**src/rtl/core_pkg.sv**
```systemverilog
// Shared core definitions for the RV64 front end: datapath width, instruction size,
// fetch FSM encoding and the alignment helper.
package core_pkg;

    localparam int unsigned XLEN        = 64;
    localparam int unsigned INSTR_BYTES = 4;

    typedef enum logic [2:0] {
        ST_REQ   = 3'd0,
        ST_WAIT  = 3'd1,
        ST_HOLD  = 3'd2,
        ST_DRAIN = 3'd3,
        ST_FAULT = 3'd4
    } fetch_state_t;

    // Without the compressed ISA, every fetch target must be 4-byte aligned.
    function automatic logic is_misaligned(input logic [XLEN-1:0] addr);
        return (addr[1:0] != 2'b00);
    endfunction

endpackage

```
**src/rtl/fetch_sequencer.sv**
```systemverilog
// Owns the architectural PC and keeps one instruction-memory request in flight.
// It hands returned instructions to decode and applies execute-qualified redirects.
module fetch_sequencer
    import core_pkg::*;
#(
    parameter logic [63:0] RESET_PC = 64'h0
) (
    input  logic        clk,
    input  logic        rst,
    output logic        imem_req_valid,
    input  logic        imem_req_ready,
    output logic [63:0] imem_req_addr,
    input  logic        imem_resp_valid,
    input  logic [31:0] imem_resp_data,
    output logic        if_valid,
    input  logic        if_ready,
    output logic [31:0] if_instr,
    output logic [63:0] if_pc,
    input  logic        redirect_valid,
    input  logic [63:0] redirect_pc,
    output logic        fetch_fault,
    output logic [63:0] fault_pc
);

    localparam logic [XLEN-1:0] PC_STEP = XLEN'(INSTR_BYTES);

    fetch_state_t    state_q, state_d;
    logic [XLEN-1:0] pc_q, pc_d;
    logic [31:0]     if_instr_q, if_instr_d;
    logic [XLEN-1:0] if_pc_q, if_pc_d;
    logic            fault_q, fault_d;
    logic [XLEN-1:0] fault_pc_q, fault_pc_d;
    logic            req_fire_s;
    logic            bad_redirect_s;

    // Request and decode-valid depend on registered state only, never on inputs.
    assign imem_req_valid = (state_q == ST_REQ);
    assign imem_req_addr  = pc_q;
    assign if_valid       = (state_q == ST_HOLD);
    assign if_instr       = if_instr_q;
    assign if_pc          = if_pc_q;
    assign fetch_fault    = fault_q;
    assign fault_pc       = fault_pc_q;

    assign req_fire_s     = (state_q == ST_REQ) && imem_req_ready;
    assign bad_redirect_s = redirect_valid && is_misaligned(redirect_pc);

    // Next-state and datapath updates; a misaligned redirect overrides every other transition.
    always_comb begin
        state_d    = state_q;
        pc_d       = pc_q;
        if_instr_d = if_instr_q;
        if_pc_d    = if_pc_q;
        fault_d    = fault_q;
        fault_pc_d = fault_pc_q;

        if (state_q == ST_FAULT) begin
            state_d = ST_FAULT;
        end else if (bad_redirect_s) begin
            state_d    = ST_FAULT;
            fault_d    = 1'b1;
            fault_pc_d = redirect_pc;
        end else begin
            case (state_q)
                ST_REQ: begin
                    if (redirect_valid) begin
                        pc_d    = redirect_pc;
                        // An accepted stale request still owes a response that must be drained.
                        state_d = req_fire_s ? ST_DRAIN : ST_REQ;
                    end else if (req_fire_s) begin
                        state_d = ST_WAIT;
                    end else begin
                        state_d = ST_REQ;
                    end
                end
                ST_WAIT: begin
                    if (redirect_valid) begin
                        pc_d    = redirect_pc;
                        state_d = imem_resp_valid ? ST_REQ : ST_DRAIN;
                    end else if (imem_resp_valid) begin
                        if_instr_d = imem_resp_data;
                        if_pc_d    = pc_q;
                        state_d    = ST_HOLD;
                    end else begin
                        state_d = ST_WAIT;
                    end
                end
                ST_HOLD: begin
                    if (redirect_valid) begin
                        pc_d    = redirect_pc;
                        state_d = ST_REQ;
                    end else if (if_ready) begin
                        pc_d    = pc_q + PC_STEP;
                        state_d = ST_REQ;
                    end else begin
                        state_d = ST_HOLD;
                    end
                end
                ST_DRAIN: begin
                    if (redirect_valid) begin
                        pc_d = redirect_pc;
                    end else begin
                        pc_d = pc_q;
                    end
                    state_d = imem_resp_valid ? ST_REQ : ST_DRAIN;
                end
                default: begin
                    state_d = ST_REQ;
                    pc_d    = RESET_PC;
                end
            endcase
        end
    end

    // State, PC and output registers with synchronous reset.
    always_ff @(posedge clk) begin
        if (rst) begin
            state_q    <= ST_REQ;
            pc_q       <= RESET_PC;
            if_instr_q <= 32'h0;
            if_pc_q    <= 64'h0;
            fault_q    <= 1'b0;
            fault_pc_q <= 64'h0;
        end else begin
            state_q    <= state_d;
            pc_q       <= pc_d;
            if_instr_q <= if_instr_d;
            if_pc_q    <= if_pc_d;
            fault_q    <= fault_d;
            fault_pc_q <= fault_pc_d;
        end
    end

endmodule
```
**config.mk**
```make
export PLATFORM = sky130hd
export DESIGN_NAME = fetch_sequencer
export DESIGN_NICKNAME = d
export VERILOG_FILES = /design/src/rtl/core_pkg.sv /design/src/rtl/fetch_sequencer.sv
export SDC_FILE = /design/constraint.sdc
export NUM_CORES = 1
export LEC_CHECK = 0
export BUFFER_PORTS_ARGS = -buffer_cell sky130_fd_sc_hd__buf_2
export CAP_MARGIN = 20
export CORE_MARGIN = 2
export CORE_UTILIZATION = 40
export DETAILED_ROUTE_END_ITERATION = 6
export GPL_ROUTABILITY_DRIVEN = 0
export PLACE_DENSITY = 0.68
export SYNTH_ARGS = -nofsm -noshare
export SYNTH_HDL_FRONTEND = slang
export SYNTH_SLANG_ARGS = --single-unit
```
**constraint.sdc**
```tcl
create_clock -name clk -period 2.3 [get_ports clk]
set_input_delay 0.23 -clock clk [delete_from_list [all_inputs] [get_ports clk]]
set_output_delay 0.23 -clock clk [all_outputs]
set_load 0.01 [all_outputs]
```
* Word-level counts from Yosys, hierarchy flattened
Index checks and enable logic that the tools add are counted.
** Storage, ports and cells
- Register bits :: 228
- Output and inout port bits :: 227
- Bits of input ports :: 102
- Logic and storage cells :: 41
** Cells by class
- Eq/ne operators :: 6
- Muxes and demuxes :: 15
- Add/subtract/negate cells :: 1
- Bitwise operators :: 3
- Reduce and logical (&&, ||, !) cells :: 9
** Operators by type and width (number)
- 2-to-1 mux 64 bit :: 3
- case mux 64 bit (2 select lines) :: 1
- adder 64 x 3 -> 64 bit, second input constant :: 1
- 2-to-1 mux 2 bit :: 7
- case mux 3 bit (4 select lines) :: 1
- equality test 3 x 2 -> 1 bit, second input constant :: 2
- 2-to-1 mux 3 bit :: 2
- OR reduction 3 bit :: 2
- AND reduction 5 bit :: 1
- AND reduction 4 bit :: 1
- equality test 3 x 1 -> 1 bit, second input constant :: 1
- equality test 3 bit, second input constant :: 1
- logical NOT 3 bit :: 1
- != test 3 x 1 -> 1 bit, second input constant :: 1
- inverter 1 bit :: 3
- logical AND 1 bit :: 2
- != test 2 x 1 -> 1 bit, second input constant :: 1
- AND reduction 2 bit :: 1
- nonzero test 2 bit :: 1
- 2-to-1 mux 1 bit :: 1

* Longest topological paths before layout
Gate-level depths: netlist (run 1).
- Depth after elaboration :: 7
- Mapped depth :: 9

* Least setup slack after synthesis (run 1)
No wires, ideal clock.
- Path kind :: flip-flop to flip-flop
- From :: register pc_q[2] (netlist: imem_req_addr[2])
- To :: register pc_q[54] (netlist: imem_req_addr[54])
- Path buffers :: 1
- Arrival :: 2.053 ns
- Slack :: 0.133 ns
- Cell stages (with the launch flop) :: 9
- Cell sequence :: dfxtp_1 ha_1 nand2_1 nor4_1 or4b_4 buf_6 nor3_2 o21ai_0 a21o_1
** On the way
- Word-level cells in the longest chain between the ends :: 4
** Ends and longest elaborated chain
- start: declaration :: line fetch_sequencer.sv:28 : logic [XLEN-1:0] pc_q, pc_d;
- start signal: assignment :: line fetch_sequencer.sv:126 : pc_q <= pc_d;
- adder 64 x 3 -> 64 bit :: line fetch_sequencer.sv:93 : pc_d = pc_q + PC_STEP;
- 2-to-1 mux 64 bit :: line fetch_sequencer.sv:92 : end else if (if_ready) begin
- 2-to-1 mux 64 bit :: line fetch_sequencer.sv:89 : if (redirect_valid) begin
- case mux 64 bit (2 select lines) :: line fetch_sequencer.sv:64 : case (state_q)
Every way passes these cells. The select of a mux whose other input is x is not followed.
A chain may end at the register's enable or synchronous reset.

* Worst setup path after layout (run 1)
- From :: register pc_q[22] (netlist: imem_req_addr[22])
- To :: register pc_q[52] (netlist: imem_req_addr[52])
The elaborated chain is that of the path after synthesis.

==> results.rst, run 1 <==
.. list-table::
   :header-rows: 1

   * - Metric
     - Value
   * - Number of nets in the layout
     - 1,747
   * - Most frequent cell after synthesis
     - nand2_1
   * - Top-area cell type share of the netlist area
     - 0.474
   * - Number of maximum-capacitance violations
     - 0
   * - Hold Worst Slack
     - between 0.015 and 0.02 ns
   * - Tightest Pin Transition
     - 0.752 ns
   * - Worst-Skew Late Latency
     - about 0.51 ns
   * - Top-level I/O count
     - 329
   * - Relative slew slack
     - 0.498
   * - Multi-input combinational cell area
     - around 0.0047 mm^2
   * - First element of the critical path
     - imem_req_addr[22]$_SDFFE_PP0P_
   * - Leakage component of the power
     - 0.00575 uW
   * - Launch point of the worst reg-to-reg path
     - imem_req_addr[22]$_SDFFE_PP0P_
   * - Total negative setup slack
     - 0 ns
   * - Effective utilization at floorplan
     - 0.409
   * - Fraction of layout cells with a size suffix above 1
     - 0.272
   * - Area used by sequential logic in the layout
     - roughly 0.0046 mm^2
   * - Worst r2r path cells
     - 7
   * - Worst Path Class, Setup
     - register to register
   * - Synth Area per Inst
     - between 7 and 8 um^2
   * - Gate count of the mapped netlist
     - between 1k and 1.5k
   * - CTS H-tree lvls
     - 1
   * - Critical Path Slowest Stage Cell
     - dfxtp_1
   * - Net Count, Synth
     - 1,335
   * - Critical Path Fanout Max
     - 8
   * - Clk pin slew, worst setup/hold paths
     - ~0.060 ns
   * - CTS tree
     - yes
   * - Number of antenna violations at the first check in global routing
     - 0
   * - Dominant register cell in the synthesized netlist
     - dfxtp_1
   * - Maximum buffer depth of the clock tree
     - 3
   * - Top area cells in the synthesized netlist
     - dfxtp_1 (47%), nand2_1 (14%), a21oi_1 (9.3%)
   * - WP data required
     - about 2.7 ns
   * - Synth Warn #
     - 0
   * - Commonest cells post-synth
     - nand2_1 (368), dfxtp_1 (228), a21oi_1 (179)
   * - Residual antenna-violating net count after detailed routing
     - 0
   * - Final Setup Violations
     - 0
   * - Number of global-route vias before repair
     - between 10k and 15k
   * - Number of sinks handled by clock tree synthesis
     - between 200 and 250
   * - Layout Utilization
     - 0.577
   * - Min cycle time layout
     - between 2 and 2.5 ns
   * - Netlist cell types
     - 55
   * - Worst reg2reg path endpoint
     - imem_req_addr[52]$_SDFFE_PP0P_
   * - Power density normalized to cell area
     - a little under 700 mW/mm^2
   * - Category of the worst setup path launch point
     - register
   * - Worst reg2reg setup slack
     - around 0.16 ns
   * - Number of antenna cells inserted
     - 0
   * - End point of the critical path
     - imem_req_addr[52]$_SDFFE_PP0P_
   * - Post-synthesis register bit count
     - 228
   * - Unrepaired setup endpoints after global routing
     - no
   * - Max Clk Rate
     - approximately 0.47 GHz
   * - First-pass GRT wire length
     - 52.9 mm
   * - Total setup buffers inserted after CTS
     - 0
   * - Type of destination of the critical path
     - register
   * - WL final
     - 33.6 mm
   * - Pre-CTS setup slack
     - 0.130 ns
   * - Detailed-routing iteration count for the pre-antenna-repair pass
     - 5
   * - Overall die area
     - around 0.025 mm^2
   * - Share of async-settable or async-resettable flops after synthesis
     - 0
   * - Worst IR drop on VDD
     - 0.000642 V
   * - Data arrival time of the critical path
     - approximately 2.6 ns
   * - Fin crit share
     - 0.932
   * - Post-synthesis cell type with the largest combined area
     - dfxtp_1
   * - Fill cell total of the finished layout
     - about 2.1k
   * - Via density
     - 5.31
   * - Dpl hpwl
     - 22.2 mm
   * - Horizontal die dimension
     - approximately 160 um
   * - Worst setup margin
     - 0.155 ns
   * - Maximum single-stage delay on the critical path
     - about 0.45 ns
   * - Core Area
     - roughly 0.024 mm^2
   * - CTS Root Cell
     - clkbuf_16
   * - Total grt overflow
     - 0
   * - Via count
     - between 10k and 15k
   * - Die boundary height
     - between 150 and 200 um
   * - Initial DRC Count
     - 794
   * - Clock tree skew after final layout
     - roughly 0.012 ns
   * - Final hold violation count
     - 0
   * - Routed length per instance
     - approximately 17 um
   * - Maximum number of pins on one net before global-route repair
     - roughly 100
   * - Count of standard-cell rows
     - 56
   * - Sequential cell area fraction in the yosys report
     - 0.474
   * - Worst hold path type
     - input pin to register
   * - Series of cell instances along the critical path
     - nand3_1 > nor4_1 > buf_4 > nand4_1 > o21ai_0 > a21oi_1 > a221o_1
   * - Max-slew violations
     - 0
   * - Number of enable-type register cells in the synthesized netlist
     - 0
   * - Port-buffer cells
     - between 300 and 400
   * - Residual DRC count
     - 0
   * - Outcome
     - completed
   * - Area growth syn-to-layout
     - 41.1%
   * - Combined area of all synthesized cells
     - 0.00962 mm^2
   * - Overall routing resource usage
     - 0.252
   * - Total CTS buffers
     - 25
power breakdown:
part           internal (uW)  switching [uW]  total [uW]
Clock                   2360            1610        3970
Combinational            453             606        1060
Sequential              4080            92.3        4170
Total                   6890            2310        9200
kinds of logic after synthesis:
logic type / after synthesis / synth area share
compound gates: 315 / 0.191
xor+xnor: 28 / 0.0255
fa+ha+maj: 3 / 0.00390
buf+inv: 106 / 0.0451
flops: 228 / 0.474
simple gates: 550 / 0.260
sequential cells by signal (all words and copies together) (netlist names):
name and count:
if_instr 32, state_q 3, fetch_fault 1, if_pc 64, fault_pc 64, imem_req_addr 64
how the worst min path moves through the flow:
| stage | start | endpoint | cells after the start |
|---|---|---|---|
| finish | imem_resp_data[27] | if_instr[27]$_SDFFE_PP0P_ | 3 |
| global route | imem_resp_data[27] | if_instr[27]$_SDFFE_PP0P_ | 3 |
| CTS | imem_resp_data[27] | if_instr[27]$_SDFFE_PP0P_ | 3 |
| detailed placement | if_pc[16]$_SDFFE_PP0P_ | if_pc[16]$_SDFFE_PP0P_ | 2 |
| global placement | if_instr[7]$_SDFFE_PP0P_ | if_instr[7]$_SDFFE_PP0P_ | 2 |
| floorplan | redirect_pc[17] | imem_req_addr[17]$_SDFFE_PP0P_ | 2 |
routing by layer:
layer	track usage	vias up	routed length [um]	share of wire
li1	-	5081	-	-
met1	0.321	4916	14400	0.43
met2	0.440	435	16200	0.48
met3	0.0487	67	2320	0.069
met4	0.0632	0	739	0.022
met5	0	-	0	0
repair_timing:
action	4_1_cts	5_1_grt
hold buffers	93	0
resized for setup	0	4
endpoints found under the setup margin	0	15
endpoints found under the hold margin	111	0
metrics by stage:
step           total power, uW  instance area, um^2  instances
2_1_floorplan             4720                 9620       1230
3_3_place_gp              5170                11800       1841
3_5_place_dp              5180                11800       1841
4_1_cts                   9250                13600       1978
5_1_grt                   9530                13600       1978
6_report                  9200                13600       1978
critical path: cells and delay by family, from the launching register on:
family                 cells  cell delay (ns)
AOI/OAI and AO/OA          3             0.60
and+or+nand+nor            3             0.81
buffers and inverters      1             0.18
DFF                        1             0.45
layout by cell type, fill, tap and decap left out, types with 22 or more instances in the layout:
master,instances
buf_2,327
clkbuf_16,25
o21ai_0,37
nor3_1,22
buf_4,53
a22oi_1,28
nand2_1,367
a21oi_1,179
nor2_1,46
dfxtp_1,227
xnor2_1,23
dlygate4sd3_1,93
layout make-up:
class	count	area share
Multi-Input combinational cell	896	0.344
Sequential cell	228	0.336
Timing Repair Buffer	479	0.227
Clock buffer	37	0.0553
Tap cell	319	0.0294
Clock inverter	7	0.00488
Inverter	12	0.00332
Power figures use the tool's default switching activity.
==> run 2, diff against run 1 <==
==> constraint.sdc (replaced) <==
create_clock -name clk -period 2.8 [get_ports clk]
set_input_delay 0.28 -clock clk [delete_from_list [all_inputs] [get_ports clk]]
set_output_delay 0.28 -clock clk [all_outputs]
set_load 0.01 [all_outputs]
==> run 2 against run 1 <==
  * Utilization decreased by 3.8 points
  * Setup slack improved by 0.33 ns
  * Sequential cell count unchanged
  * Clock skew decreased by 0.0048 ns
  * First-iteration DRC count increased by 23%
  * Worst hold slack lost 0.0048 ns
  * Clock power decreased by 19%
  * Register-to-register slack gained 0.33 ns
  * Sequential power decreased by 17%
  * Sequential share of layout area increased by 2.4 points
==> results.rst, run 2 (synthesized netlist as in run 1, its figures left out) <==
.. list-table::
   :header-rows: 1

   * - Metric
     - Value
   * - CTS H-tree lvls
     - 1 (unchanged)
   * - Maximum single-stage delay on the critical path
     - 0.48 ns (+0.03 ns)
   * - Worst IR drop on VDD
     - 0.000439 V (-32%)
   * - Power density normalized to cell area
     - 583 mW/mm^2 (-14%)
   * - Destination of the worst hold path
     - fault_pc[51]$_SDFFE_PP0P_
   * - WP data required
     - 3.18 ns (+0.48 ns)
   * - Top-level I/O count
     - 329 (unchanged)
   * - Number of gates given a new drive strength after cts
     - 0 (unchanged)
   * - Max-slew violations
     - 0 (unchanged)
   * - Max Clk Rate
     - 0.432 GHz (-7.5%)
   * - Horizontal die dimension
     - 159 um (unchanged)
   * - Detailed-routing iteration count for the pre-antenna-repair pass
     - 5 (unchanged)
   * - Routed length per instance
     - 17.4 um (+2.6%)
   * - Outcome
     - completed
   * - Overall die area
     - 0.0253 mm^2 (unchanged)
   * - Number of antenna violations at the first check in global routing
     - 1 (+1)
   * - Dpl hpwl
     - 22.3 mm (+0.35%)
   * - Layout Utilization
     - 0.539 (-0.0379)
   * - Leading cell types in the layout, fill and taps excluded
     - nand2_1 (367), buf_2 (327), dfxtp_1 (228), a21oi_1 (179), nor2_1 (46)
   * - Die boundary height
     - 159 um (unchanged)
   * - Series of cell instances along the critical path
     - ha_1 > nand2_1 > nor3_1 > and4_1 > nand4_1 > xnor2_1 > o22ai_1
   * - Placed cell area
     - 0.0115 mm^2 (-2.4%)
   * - CTS Root Cell
     - clkbuf_16
   * - Most frequent standard cell in the layout excluding fill and tap cells
     - nand2_1
   * - Worst reg2reg setup slack
     - 0.48 ns (+0.33 ns)
   * - Final hold violation count
     - 0 (unchanged)
   * - Core Area
     - 0.0235 mm^2 (unchanged)
   * - Total CTS buffers
     - 25 (unchanged)
   * - Count of standard-cell rows
     - 56 (unchanged)
   * - Residual DRC count
     - 0 (unchanged)
   * - Worst r2r path cells
     - 7 (unchanged)
   * - WL final
     - 32.8 mm (-2.1%)
   * - Maximum buffer depth of the clock tree
     - 3 (unchanged)
   * - Fin crit share
     - 0.828 (-0.105)
   * - Residual antenna-violating net count after detailed routing
     - 0 (unchanged)
   * - Fraction of layout cells with a size suffix above 1
     - 0.263 (-0.00893)
   * - Clock tree skew after final layout
     - 0.00743 ns (-0.00480 ns)
   * - Data arrival time of the critical path
     - 2.69 ns (+0.14 ns)
   * - Effective utilization at floorplan
     - 0.409 (unchanged)
   * - Worst Path Class, Setup
     - register to register
   * - Filler-free cell count of the finished design
     - 1,886 (-4.7%)
   * - Clk pin slew, worst setup/hold paths
     - 0.06 ns (about the same)
   * - CTS tree
     - yes
   * - Tightest Pin Transition
     - 0.922 ns (+0.170 ns)
   * - Worst hold path type
     - input pin to register
   * - Number of sinks handled by clock tree synthesis
     - 228 (unchanged)
   * - Maximum number of pins on one net before global-route repair
     - 97 (-4.0%)
   * - Total grt overflow
     - 0 (unchanged)
   * - Number of maximum-capacitance violations
     - 0 (unchanged)
   * - Initial DRC Count
     - 976 (+23%)
   * - Number of antenna cells inserted
     - 0 (unchanged)
   * - Total chip power
     - 7390 uW (-20%)
   * - Startpoint of the tightest hold check path
     - redirect_pc[51]
   * - Placed Cells incl. Taps
     - 1,806 (-1.9%)
   * - Total negative setup slack
     - 0 ns (unchanged)
   * - Min cycle time layout
     - 2.32 ns (+0.173 ns)
   * - Port-buffer cells
     - 328 (unchanged)
   * - Via density
     - 5.34 (+0.69%)
   * - Critical Path Slowest Stage Cell
     - dfxtp_1
   * - Via count
     - 10.1k (-4.0%)
   * - Worst reg2reg path endpoint
     - imem_req_addr[48]$_SDFFE_PP0P_
   * - Type of destination of the critical path
     - register
   * - Category of the worst setup path launch point
     - register
   * - Unrepaired setup endpoints after global routing
     - no
   * - Relative slew slack
     - 0.384 (-0.114)
   * - Critical Path Fanout Max
     - 9 (+1)
   * - Number of global-route vias before repair
     - 9,522 (-5.0%)
   * - Final Setup Violations
     - 0 (unchanged)
   * - Leakage component of the power
     - 0.00530 uW (-7.7%)
   * - Launch point of the worst reg-to-reg path
     - imem_req_addr[2]$_SDFFE_PP0P_
   * - Overall routing resource usage
     - 0.247 (-0.00544)
   * - Worst-Skew Late Latency
     - 0.52 ns (about the same)
   * - Worst hold path cell count
     - 3 (unchanged)
   * - Post-Layout Inst Area
     - 0.0127 mm^2 (-6.6%)
   * - Number of nets in the layout
     - 1,654 (-5.3%)
   * - First-pass GRT wire length
     - 51.5 mm (-2.6%)
   * - Area growth syn-to-layout
     - 31.8%
-- run 2: changes by cell type in the layout (fill, tap and decap cells not counted), sizes merged --
cell         delta
clkinv          +1
buf            -34
dlygate4sd3    -59
-- run 2: cell type report --
class | instances | area (um^2)
Clock buffer | 37 | 721
Clock inverter | 8 | 71.3
Fill cell | 2304 | 10900
Inverter | 12 | 45.0
Multi-Input combinational cell | 896 | 4660
Sequential cell | 228 | 4560
Tap cell | 319 | 399
Timing Repair Buffer | 386 | 2230
-- run 2: critical path: cells and delay by family, from the launching register on --
family | cells | cell delay (ns)
DFF | 1 | 0.48
and+or+nand+nor | 4 | 1.21
xor gates and xnor gates | 1 | 0.17
AOI/OAI and AO/OA | 1 | 0.09
adders and majority gates | 1 | 0.22
-- run 2: stage by stage --
step,hold slack [ns],setup slack [ns]
finish,0.0148,0.483
floorplan,0.392,0.633
detailed placement,0.443,0.496
global placement,0.439,0.573
global route,0.00661,0.202
CTS,0.000219,0.466
-- run 2: repair_timing --
| item | CTS | global route |
|---|---|---|
| hold buffers | 34 | 0 |
| buffers inserted | 0 | 0 |
| endpoints found under the hold margin | 34 | 0 |
-- run 2: power breakdown --
part / total (uW) / internal (uW) / leakage, uW / switching, uW
Clock: 3200 / 1870 / 0.000390 / 1330
Combinational: 729 / 290 / 0.00306 / 439
Sequential: 3460 / 3350 / 0.00185 / 114
Total: 7390 / 5510 / 0.00530 / 1890
-- run 2: worst max-delay path by stage --
stage	start	slack (ns)	endpoint
finish	imem_req_addr[2]$_SDFFE_PP0P_	0.48	imem_req_addr[48]$_SDFFE_PP0P_
detailed placement	imem_req_addr[2]$_SDFFE_PP0P_	0.50	imem_req_addr[46]$_SDFFE_PP0P_
CTS	imem_req_addr[2]$_SDFFE_PP0P_	0.47	imem_req_addr[46]$_SDFFE_PP0P_
global route	imem_req_addr[2]$_SDFFE_PP0P_	0.20	imem_req_addr[60]$_SDFFE_PP0P_
global placement	imem_req_addr[2]$_SDFFE_PP0P_	0.57	imem_req_addr[48]$_SDFFE_PP0P_
floorplan	imem_req_addr[2]$_SDFFE_PP0P_	0.63	imem_req_addr[54]$_SDFFE_PP0P_
-- run 2: metal layers --
metal,up-vias,part of all wire,GRT usage
met5,-,0.00046,0
met4,2,0.029,0.0736
met3,67,0.073,0.0521
met2,366,0.46,0.410
met1,4744,0.43,0.323
li1,4901,-,-
==> run 3, diff against run 2 <==
--- a/config.mk
+++ b/config.mk
@@ -11,7 +11,7 @@
 export CORE_UTILIZATION = 40
 export DETAILED_ROUTE_END_ITERATION = 6
 export GPL_ROUTABILITY_DRIVEN = 0
-export PLACE_DENSITY = 0.68
+export PLACE_DENSITY = 0.71
 export SYNTH_ARGS = -nofsm -noshare
 export SYNTH_HDL_FRONTEND = slang
 export SYNTH_SLANG_ARGS = --single-unit
==> constraint.sdc (replaced) <==
create_clock -name clk -period 1.9 [get_ports clk]
set_input_delay 0.19 -clock clk [delete_from_list [all_inputs] [get_ports clk]]
set_output_delay 0.19 -clock clk [all_outputs]
set_load 0.01 [all_outputs]
==> run 3 against run 2 <==
  * The run now ends with negative setup slack left
  * Clock skew rose by 0.0058 ns
  * Combinational power rose by 95%
  * Global-route usage is 2.2 points higher
  * Register-to-register slack worse by 0.66 ns
  * Cell count grew 9.2%
  * Sequential share of layout area fell by 4.7 points
  * Setup slack got worse by 0.66 ns
  * Largest cell class unchanged
==> results.rst, run 3 (synthesized netlist as in run 1, its figures left out) <==
.. list-table::
   :header-rows: 1

   * - Metric
     - Value
   * - Worst IR drop on VDD
     - 0.000820 V (+87%)
   * - Number of maximum-capacitance violations
     - 0 (unchanged)
   * - Via count
     - 10.8k (+7.2%)
   * - Maximum number of pins on one net before global-route repair
     - 125 (+29%)
   * - Leading cell types in the layout, fill and taps excluded
     - nand2_1 (361), buf_2 (327), dfxtp_1 (197), a21oi_1 (179), buf_4 (116)
   * - Hold Worst Slack
     - 0.0324 ns (+0.0176 ns)
   * - Worst-Skew Late Latency
     - 0.53 ns (about the same)
   * - Number of antenna cells inserted
     - 0 (unchanged)
   * - Worst r2r path cells
     - 7 (unchanged)
   * - Comb power frac
     - 0.121 (+0.022)
   * - Maximum buffer depth of the clock tree
     - 3 (unchanged)
   * - Count of standard-cell rows
     - 56 (unchanged)
   * - Number of global-route vias before repair
     - 10.6k (+11%)
   * - Number of sinks handled by clock tree synthesis
     - 228 (unchanged)
   * - Placed cell area
     - 0.0124 mm^2 (+7.6%)
   * - Worst reg2reg path endpoint
     - imem_req_addr[58]$_SDFFE_PP0P_
   * - Residual antenna-violating net count after detailed routing
     - 0 (unchanged)
   * - Total CTS buffers
     - 26 (+4.0%)
   * - Clk pin slew, worst setup/hold paths
     - 0.06 ns (about the same)
   * - Tightest Pin Transition
     - 0.832 ns (-0.0906 ns)
   * - Die boundary height
     - 159 um (unchanged)
   * - Unrepaired setup endpoints after global routing
     - yes
   * - Relative slew slack
     - 0.446 (+0.0611)
   * - Net switching share of the total power
     - 0.248 (-0.00729)
   * - Pre-CTS setup slack
     - -0.194 ns (-0.690 ns)
   * - Routed length per instance
     - 17.4 um (+0.14%)
   * - Worst Path Class, Setup
     - register to register
   * - Initial DRC Count
     - 778 (-20%)
   * - CTS tree
     - yes
   * - Total grt overflow
     - 0 (unchanged)
   * - Horizontal die dimension
     - 159 um (unchanged)
   * - First-pass GRT wire length
     - 56.1 mm (+8.9%)
   * - WL final
     - 35.9 mm (+9.3%)
   * - Effective utilization at floorplan
     - 0.409 (unchanged)
   * - Detailed-routing iteration count for the pre-antenna-repair pass
     - 5 (unchanged)
   * - Internal power component
     - 8840 uW (+61%)
   * - Worst hold path type
     - input pin to register
   * - WP data required
     - 2.28 ns (-0.90 ns)
   * - Fill cell total of the finished layout
     - 2,035 (-12%)
   * - Port-buffer cells
     - 328 (unchanged)
   * - End point of the critical path
     - imem_req_addr[58]$_SDFFE_PP0P_
   * - First element of the critical path
     - imem_req_addr[7]$_SDFFE_PP0P_
   * - Most frequent standard cell in the layout excluding fill and tap cells
     - nand2_1
   * - Via density
     - 5.25 (-1.9%)
   * - Clock tree skew after final layout
     - 0.0132 ns (+0.00578 ns)
   * - Type of destination of the critical path
     - register
   * - CTS Root Cell
     - clkbuf_16
   * - Number of antenna violations at the first check in global routing
     - 0 (-1)
   * - Min cycle time layout
     - 2.07 ns (-0.245 ns)
   * - Outcome
     - complete, but fails checks
   * - Switching power
     - 2910 uW (+54%)
   * - Dpl hpwl
     - 23.0 mm (+3.4%)
   * - Area growth syn-to-layout
     - 53.0%
   * - Launch point of the worst reg-to-reg path
     - imem_req_addr[7]$_SDFFE_PP0P_
   * - Overall routing resource usage
     - 0.268 (+0.0216)
   * - Worst reg2reg setup slack
     - -0.17 ns (-0.66 ns)
   * - Fin crit share
     - 1.09 (+0.263)
   * - Residual DRC count
     - 0 (unchanged)
   * - Data arrival time of the critical path
     - 2.46 ns (-0.23 ns)
   * - Leakage component of the power
     - 0.00642 uW (+21%)
   * - Sequential fraction of design power
     - 0.429 (-0.039)
   * - Violated checks
     - negative setup slack
   * - Power density normalized to cell area
     - 799 mW/mm^2 (+37%)
   * - Fraction of layout cells with a size suffix above 1
     - 0.345 (+0.0819)
   * - Overall die area
     - 0.0253 mm^2 (unchanged)
   * - Core Area
     - 0.0235 mm^2 (unchanged)
   * - Final hold violation count
     - 0 (unchanged)
   * - Portion of total power attributed to the clock network
     - 0.451 (+0.018)
   * - Top-level I/O count
     - 329 (unchanged)
   * - Max-slew violations
     - 0 (unchanged)
   * - Critical Path Fanout Max
     - 6 (-3)
   * - Category of the worst setup path launch point
     - register
   * - Worst setup margin
     - -0.173 ns (-0.655 ns)
   * - Final Setup Violations
     - 16 (+16)
   * - Max Clk Rate
     - 0.482 GHz (+12%)
   * - CTS H-tree lvls
     - 1 (unchanged)
   * - Post-Layout Inst Area
     - 0.0147 mm^2 (+16%)
   * - Number of nets in the layout
     - 1,828 (+11%)
## run 3: changes by cell type in the layout (fill, tap and decap cells not counted), sizes merged
cell and change:
buf +110, dlygate4sd3 +63, bufinv +3, clkinv -2, clkbuf -1, clkinvlp -1
inv +1
## run 3: worst max-delay path, stage by stage, from the launching register on
cell     delay (ns)
dfxtp_2        0.33
and4_4         0.24
buf_6          0.12
nand4_4        0.07
or4b_4         0.63
nor4_4         0.31
xnor2_1        0.15
o22ai_1        0.08
## run 3: layout make-up
cell class	instances	area [um^2]	share of cell area
multi-input cells	896	4980	0.338
flip-flops and latches	228	4610	0.313
repair buffers	559	3790	0.257
clock buffers	36	749	0.0509
well taps	319	399	0.0271
clock inverters	9	149	0.0101
inverters	12	45.0	0.00306
## run 3: power groups by stage
stage                     Sequential, uW  Clock [uW]  Combinational, uW
final                               5040        5300               1420
after floorplan                     5230           0                491
after CTS                           5030        5370               1380
after global routing                5060        5580               1530
after global placement              5130           0               1200
after detailed placement            5140           0               1220
## run 3: how the worst min path moves through the flow
stage,start,to,slack [ns],depth (start not counted)
after floorplan,redirect_pc[17],imem_req_addr[17]$_SDFFE_PP0P_,0.30,2
after global placement,redirect_pc[29],imem_req_addr[29]$_SDFFE_PP0P_,0.42,3
after detailed placement,redirect_pc[29],imem_req_addr[29]$_SDFFE_PP0P_,0.44,3
after CTS,imem_resp_valid,state_q[1]$_SDFF_PP0_,0.009,4
after global routing,imem_resp_valid,state_q[1]$_SDFF_PP0_,0.04,4
final,imem_resp_valid,state_q[1]$_SDFF_PP0_,0.03,4
## run 3: layer usage
| metal | GRT usage | routed length [um] | vias up |
|---|---|---|---|
| li1 | - | - | 5241 |
| met1 | 0.332 | 14800 | 5052 |
| met2 | 0.466 | 17500 | 428 |
| met3 | 0.0498 | 2530 | 80 |
| met4 | 0.0979 | 1080 | 0 |
| met5 | 0 | 0 | - |
## run 3: metrics by stage
step / total power, uW / TNS (ns) / util / cells
6_report: 11800 / -1.29 / 0.625 / 2059
5_1_grt: 12200 / -3.96 / 0.625 / 2059
4_1_cts: 11800 / -0.619 / 0.611 / 2048
3_5_place_dp: 6360 / -3.20 / 0.526 / 1904
3_3_place_gp: 6330 / -0.869 / 0.526 / 1904
2_1_floorplan: 5720 / -0.431 / - / 1230
## run 3: what timing repair did
action | 4_1_cts | 5_1_grt
resized for setup | 26 | 64
hold buffers | 97 | 0
endpoints found under the hold margin | 135 | 0
pin swaps | 10 | 12
setup buffers | 2 | 11
gates cloned | 0 | 0
setup endpoints to repair | 42 | 51
